### config.mk
export PLATFORM = sky130hd
export DESIGN_NAME = instr_sequencer
export DESIGN_NICKNAME = d
export VERILOG_FILES = /design/src/rtl/instr_sequencer_pkg.sv /design/src/rtl/instr_sequencer_retire_counter.sv /design/src/rtl/instr_sequencer.sv
export SDC_FILE = /design/constraint.sdc
export NUM_CORES = 1
export LEC_CHECK = 0
export BUFFER_PORTS_ARGS = -buffer_cell sky130_fd_sc_hd__buf_2
export CORE_MARGIN = 2
export CORE_UTILIZATION = 52
export CTS_CLUSTER_DIAMETER = 100
export DETAILED_ROUTE_END_ITERATION = 10
export PLACE_DENSITY = 0.83
export SLEW_MARGIN = 40
export SYNTH_ARGS = -nofsm -noshare
export SYNTH_HDL_FRONTEND = slang
export SYNTH_HIERARCHICAL = 1
export SYNTH_SLANG_ARGS = --single-unit
### constraint.sdc
create_clock -name clock -period 3.5 [get_ports clock]
set_input_delay 0.7 -clock clock [delete_from_list [all_inputs] [get_ports clock]]
set_output_delay 0.7 -clock clock [all_outputs]
set_load 0.01 [all_outputs]
### src/rtl/instr_sequencer_pkg.sv
// Shared CPU definitions for the instruction sequencer: state encodings,
// opcode constants and the memory wait-counter width helper.
package instr_sequencer_pkg;

  typedef enum logic [2:0] {
    ST_RST_WAIT = 3'd0,
    ST_FETCH    = 3'd1,
    ST_DECODE   = 3'd2,
    ST_EXEC     = 3'd3,
    ST_MEM      = 3'd4,
    ST_HALT     = 3'd5,
    ST_FAULT    = 3'd6
  } state_t;

  localparam logic [3:0] OP_NOP = 4'h0;
  localparam logic [3:0] OP_LD  = 4'h8;
  localparam logic [3:0] OP_ST  = 4'h9;
  localparam logic [3:0] OP_JMP = 4'hC;
  localparam logic [3:0] OP_BRN = 4'hD;
  localparam logic [3:0] OP_BRZ = 4'hE;
  localparam logic [3:0] OP_HLT = 4'hF;

  localparam int MEM_TIMEOUT_DEFAULT = 15;

  // Bits needed to hold 0..timeout in the memory wait counter.
  function automatic int wait_cnt_width(input int timeout);
    return $clog2(timeout + 1);
  endfunction

endpackage

### src/rtl/instr_sequencer_retire_counter.sv
// 16-bit retired-instruction counter: increments on enable, wraps at 0xFFFF.
module retire_counter (
  input  logic        clock,
  input  logic        reset,
  input  logic        en,
  output logic [15:0] count
);

  // Count enabled cycles; natural 16-bit wrap.
  always_ff @(posedge clock or negedge reset) begin
    if (!reset) begin
      count <= 16'd0;
    end else if (en) begin
      count <= count + 16'd1;
    end else begin
      count <= count;
    end
  end

endmodule

### src/rtl/instr_sequencer.sv
// Instruction sequencer: fetch/decode/execute control FSM with memory
// timeout fault, halt/resume and a retired-instruction counter.
module instr_sequencer
  import instr_sequencer_pkg::*;
#(
  parameter int MEM_TIMEOUT = MEM_TIMEOUT_DEFAULT
) (
  input  logic        clock,
  input  logic        reset,
  input  logic        mem_ack,
  input  logic [15:0] instr,
  input  logic        N,
  input  logic        Z,
  input  logic        run,
  output logic        mem_req,
  output logic        mem_we,
  output logic        ir_load,
  output logic        pc_step,
  output logic        PL,
  output logic        JB,
  output logic        BC,
  output logic        rf_we,
  output logic        halted,
  output logic        fault,
  output logic [2:0]  state,
  output logic [15:0] retired
);

  localparam int WAIT_W = wait_cnt_width(MEM_TIMEOUT);
  localparam logic [WAIT_W-1:0] WAIT_LAST = WAIT_W'(MEM_TIMEOUT - 1);

  state_t              state_r;
  state_t              state_nx;
  logic [15:0]         ir_r;
  logic [WAIT_W-1:0]   wait_cnt_r;
  logic [3:0]          op_s;
  logic                timeout_s;
  logic                unused_ir_s;

  assign op_s      = ir_r[15:12];
  assign timeout_s = (wait_cnt_r == WAIT_LAST) && !mem_ack;
  assign state     = state_r;
  // Operand field is consumed by the datapath, not by the sequencer.
  assign unused_ir_s = ^ir_r[11:0];

  // Output decode and next-state selection from current state, IR, flags and ack.
  always_comb begin
    state_nx = state_r;
    mem_req  = 1'b0;
    mem_we   = 1'b0;
    ir_load  = 1'b0;
    pc_step  = 1'b0;
    PL       = 1'b0;
    JB       = 1'b0;
    BC       = 1'b0;
    rf_we    = 1'b0;
    halted   = 1'b0;
    fault    = 1'b0;
    case (state_r)
      ST_RST_WAIT: state_nx = ST_FETCH;
      ST_FETCH: begin
        mem_req = 1'b1;
        if (mem_ack) begin
          ir_load  = 1'b1;
          state_nx = ST_DECODE;
        end else if (timeout_s) begin
          state_nx = ST_FAULT;
        end else begin
          state_nx = ST_FETCH;
        end
      end
      ST_DECODE: state_nx = ST_EXEC;
      ST_EXEC: begin
        case (op_s)
          OP_NOP: begin
            pc_step  = 1'b1;
            state_nx = ST_FETCH;
          end
          4'h1, 4'h2, 4'h3, 4'h4, 4'h5, 4'h6, 4'h7: begin
            rf_we    = 1'b1;
            pc_step  = 1'b1;
            state_nx = ST_FETCH;
          end
          OP_LD, OP_ST: state_nx = ST_MEM;
          OP_JMP: begin
            pc_step  = 1'b1;
            PL       = 1'b1;
            JB       = 1'b1;
            state_nx = ST_FETCH;
          end
          OP_BRN: begin
            pc_step  = 1'b1;
            PL       = N;
            state_nx = ST_FETCH;
          end
          OP_BRZ: begin
            pc_step  = 1'b1;
            BC       = 1'b1;
            PL       = Z;
            state_nx = ST_FETCH;
          end
          OP_HLT:  state_nx = ST_HALT;
          default: state_nx = ST_FAULT;
        endcase
      end
      ST_MEM: begin
        mem_req = 1'b1;
        mem_we  = (op_s == OP_ST);
        if (mem_ack) begin
          rf_we    = (op_s == OP_LD);
          pc_step  = 1'b1;
          state_nx = ST_FETCH;
        end else if (timeout_s) begin
          state_nx = ST_FAULT;
        end else begin
          state_nx = ST_MEM;
        end
      end
      ST_HALT: begin
        halted = 1'b1;
        if (run) begin
          pc_step  = 1'b1;
          state_nx = ST_FETCH;
        end else begin
          state_nx = ST_HALT;
        end
      end
      ST_FAULT: fault = 1'b1;
      default:  state_nx = ST_FAULT;
    endcase
  end

  // State, instruction register and memory wait counter.
  always_ff @(posedge clock or negedge reset) begin
    if (!reset) begin
      state_r    <= ST_RST_WAIT;
      ir_r       <= 16'd0;
      wait_cnt_r <= '0;
    end else begin
      state_r <= state_nx;
      if (ir_load) begin
        ir_r <= instr;
      end else begin
        ir_r <= ir_r;
      end
      // Counter restarts on every state change, so entry to FETCH/MEM sees zero.
      if ((state_nx == state_r) && ((state_r == ST_FETCH) || (state_r == ST_MEM))) begin
        wait_cnt_r <= wait_cnt_r + WAIT_W'(1);
      end else begin
        wait_cnt_r <= '0;
      end
    end
  end

  retire_counter u_retire_counter (
    .clock (clock),
    .reset (reset),
    .en    (pc_step),
    .count (retired)
  );

endmodule

# After elaboration in Yosys (flattened, before gate mapping)

Cells that the tools add are included.

Register bits: 39
Bits of input ports: 22
Output and inout port bits: 29
Word-level logic and storage cells: 63

Equality and inequality tests: 21
Add/sub/neg operators: 2
Multiplexer cells: 26
Reductions and logical operators: 10

Operator list:

| kind                    | count |
|---|---|
| $eq A4 B4 Y1 const B    | 7 |
| $pmux W3 S7             | 1 |
| $add A16 B1 Y16 const B | 1 |
| $eq A4 B3 Y1 const B    | 4 |
| $mux W1                 | 15 |
| $mux W3                 | 4 |
| $reduce_or A11 Y1       | 1 |
| $eq A3 B3 Y1 const B    | 3 |
| $pmux W3 S3             | 1 |
| $eq A4 B2 Y1 const B    | 2 |
| $reduce_or A7 Y1        | 1 |
| $eq A3 B2 Y1 const B    | 2 |
| $pmux W1 S3             | 2 |
| $add A4 B1 Y4 const B   | 1 |
| $eq A4 B1 Y1 const B    | 1 |
| $logic_not A4 Y1        | 1 |
| $mux W4                 | 1 |
| $reduce_or A2 Y1        | 2 |
| $eq A3 B1 Y1 const B    | 1 |
| $eq A3 B3 Y1            | 1 |
| $logic_not A3 Y1        | 1 |
| $logic_and A1 B1 Y1     | 2 |
| $mux W2                 | 1 |
| $pmux W1 S2             | 1 |
| 2 further kinds         | 2 |

# Longest topological paths before layout

Depth in word-level cells: 8
Depth in mapped cells: 8
Depth with buffers taken out: 7

# Modules after synthesis

Netlist, hierarchy kept.

Modules (own cells, without submodules):

| module          | instances | seq. area each (µm²) | area an instance (µm²) | cells an instance |
|---|---|---|---|---|
| instr_sequencer | 1         | 275.3                | 696.9                  | 69 |
| retire_counter  | 1         | 400.4                | 695.7                  | 56 |

# Worst setup path after synthesis

OpenSTA, ideal clock, no wires.

Path type: input to output
From: in mem_ack
To: out rf_we
Arrival time: 1359 ps
Path buffers: 0
Cell stages on the path: 3
Setup slack: 1441 ps
Data required time: 2800 ps
Path through: clkinv_1 or3_1 o22ai_1

Word-level cells in the longest chain between the ends: 2

RTL lines:

| item               | RTL line               | RTL |
|---|---|---|
| start: declaration | instr_sequencer.sv:10  | `input logic mem_ack,` |
| $mux W1            | instr_sequencer.sv:109 | `if (mem_ack) begin` |
| $pmux W1 S2        | instr_sequencer.sv:59  | `case (state_r)` |
| end: declaration   | instr_sequencer.sv:22  | `output logic rf_we,` |

Every way passes these cells.

# Worst setup path after layout

From: reg state_r[0], in the netlist state[0]
To: out pc_step

Word-level cells in the longest chain between the ends: 2
Elaborated cells on any way between the ends: 4
Classes of those cells: eq/ne (3); mux (1)

RTL lines:

| item                                                | RTL line               | RTL |
|---|---|---|
| start: declaration                                  | instr_sequencer.sv:32  | `state_t state_r;` |
| start signal: assignment                            | instr_sequencer.sv:140 | `state_r <= state_nx;` |
| $eq A3 B3 Y1 / $eq A3 B2 Y1 (equally long branches) | instr_sequencer.sv:59  |  |
| $pmux W1 S3 (*)                                     | instr_sequencer.sv:59  |  |
| end: declaration                                    | instr_sequencer.sv:18  | `output logic pc_step,` |

Mark *: on every way between the ends. The rest lies on a longest branch, timed or not.

==> impl_metrics.toml <==
[finish]
num_antenna_cells = 0
synthToLayoutAreaGrowth_pct = 16.4
drive_gt1_share_pct = 30.5
final_net_count = 190

[cts]
clkSinkCount = 27
cts_root_buf = "clkbuf_4"
cts_setup_buffers = 0
cts_buffer_depth = 2
cts_tree = "yes"
clk_pin_slew_ns = 0.15
clk-insertion-delay-late_ns = 0.33
cts_resized = 0
cts_hold_buffers = 0
cts_htree_levels = 1
cts_buffers = 3

[global_routing]
grt_start_max_net_pins = 28
gr-total-overflow = 0
track_usage_pct = 19.4
gr-max-usage-layer = "met2"
grtUsageMet1_pct = 23.0
met2_usage_pct = 35.2
grt_pass1_vias = 1097
grtUsageMet3_pct = 4.65
grt_pass1_wl_um = 4850
antenna_found_initial = 0

[place]
gp_congestion = 0.814
portBuffers = 38
dp_hpwl_um = 2120

[logic_synthesis]
yosys_register_bits = 27
synth.largest_area_cell = "dfrtp_1"
syn-cell-area_um2 = 1390
syn_inst = 125
synth_top_area_share_pct = 48.5
yosysMostFrequentCell = "dfrtp_1"
seq_area_frac_synth_pct = 48.5
synthTopCellsByCount = "27 x dfrtp_1, 11 x nor2_1, 11 x xnor2_1, 8 x nand3_1"
synth_top_family_by_area = "simple AND/OR/NAND/NOR gates"
synth_edf_count = 0
synth_cell_types = 42
synth_simple_gate_area_share_pct = 23.1
synth-compound-area-share_pct = 6.11
synth_top_flop_cell = "dfrtp_1"
synthTopCellsByArea = "dfrtp_1 49%, xnor2_1 6.9%, xor2_1 4.4%, mux2_1 4.0%, nor2_1 3.0%"
avgSynthCellArea_um2 = 11.1
synth-async-reset-ratio_pct = 100
ys.warnings.count = 6
synth_nets = 150
synth_mux_area_share_pct = 4.76
synthXorXnorAreaFrac_pct = 11.3
yosys.area_share.adder_pct = 2.70

[floorplanning]
core_um2 = 2500
rows = 18
die_area_um2 = 3110
num_io_pins = 51
dieHeight_um = 55.8
start_util_pct = 55.7
die_w_um = 55.8

[critical_path]
endpoint_kind = "output pin"
crit_fanout = 11
reg2regPathDepth = 6
r2r_end = "u_retire_counter/count[12]$_DFFE_PN0P_"
startpoint_type = "flip-flop"
cp_data_arrival_time_ns = 1.80
r2r_start = "state[0]$_DFF_PN0_"
r2r_slack_ns = 1.31
timing_worst_setup_path_type = "flip-flop to output pin"
crit_required_ns = 2.80

[route]
routed_wl_um = 2730
vias = 1062
dr.pass1.iters = 4
final_antenna_net_count = 0
drc = 0
drt-initial-drc-count = 20
wl_per_cell_um = 14.0
vias_per_cell = 5.47

[status]
status = "finished, final reports clean"

[sta]
drv_slew = 0
fin_crit_ns = 2.50
final_hold_viol_count = 0
finalSetupViolCount = 0
slew_headroom_pct = 60.9
setup_tns_ns = 0
fmax_mhz = 400
fin_skew_ns = 0.0139
tightestPinTransition_ns = 0.587
rsz0062_at_grt = "no"
min_period_over_period_pct = 71.5

[power_and_ir_drop]
peakVddDrop_v = 0.000487
total_power_w = 0.00110
pwr_density_cell_nw_per_um2 = 680
p_leak_nw = 0.820

[job]
drv_cap = 0

[worst_hold_path]
min_path_type = "input port to asynchronous set/reset pin"
report_power, final:
group	internal, W	total (W)	switching, W
Combinational	0.000209	0.000432	0.000223
Clock	0.0000429	0.000133	0.0000903
Sequential	0.000391	0.000537	0.000146
Total	0.000643	0.00110	0.000459
cell type report:
class	instances	area (um^2)
Fill cell	213	878
Sequential cell	27	676
Multi-Input combinational cell	89	668
Timing Repair Buffer	38	190
Tap cell	30	37.5
Clock buffer	3	22.5
Inverter	6	22.5
Clock inverter	1	5.00
cell usage in the layout, fill, tap and decap left out, types with 3 or more instances in the layout:
cell type	synthesis	routed
xor2_1	7	7
nor2_1	11	11
nand3_1	8	8
clkbuf_4	0	3
dfrtp_1	27	27
nand2_1	7	7
xnor2_1	11	11
nand4_1	3	3
ha_1	3	3
inv_1	4	4
buf_2	0	38
mux2_1	5	5
sequential cells by signal, indices dropped and copies added (netlist names):
signal / cells
u_retire_counter/count: 16
ir_r: 4
state: 3
wait_cnt_r: 4
worst max-delay path by stage:
stage / end / from / slack (ns)
finish: pc_step / state[0]$_DFF_PN0_ / 1.0
global route: pc_step / state[0]$_DFF_PN0_ / 0.86
CTS: pc_step / state[0]$_DFF_PN0_ / 0.98
detailed placement: u_retire_counter/count[12]$_DFFE_PN0P_ / mem_ack / 1.13
global placement: pc_step / mem_ack / 1.21
floorplan: rf_we / mem_ack / 1.44
kinds of logic (layout without fill, tap and decap cells):
family	count (synthesis)	in the layout
and+or+nand+nor	51	51
DFF	27	27
xor gates and xnor gates	18	18
AOI/OAI and AO/OA	11	11
buffers and inverters	9	48
muxes	6	6
adders and majority gates	3	3
stage by stage:
step,utilization (%),hold slack [ns],std cells,worst slack (ns),area [um^2]
after detailed placement,63.8,0.464,190,1.13,1590
after floorplan,-,0.404,125,1.44,1390
after CTS,64.9,0.362,194,0.976,1620
after global routing,64.9,0.382,194,0.856,1620
final,64.9,0.347,194,0.997,1620
after global placement,63.8,0.455,190,1.21,1590
worst max-delay path: stages (launching register included):
cell and delay, ns:
dfrtp_1 0.57, and3b_1 0.31, a22o_1 0.39, buf_2 0.20
per-layer routing:
layer	routed length, um	vias to the layer above
li1	-	517
met1	1160	518
met2	1400	25
met3	149	2
met4	14	0
met5	0	-
Power figures use the tool's default switching activity.
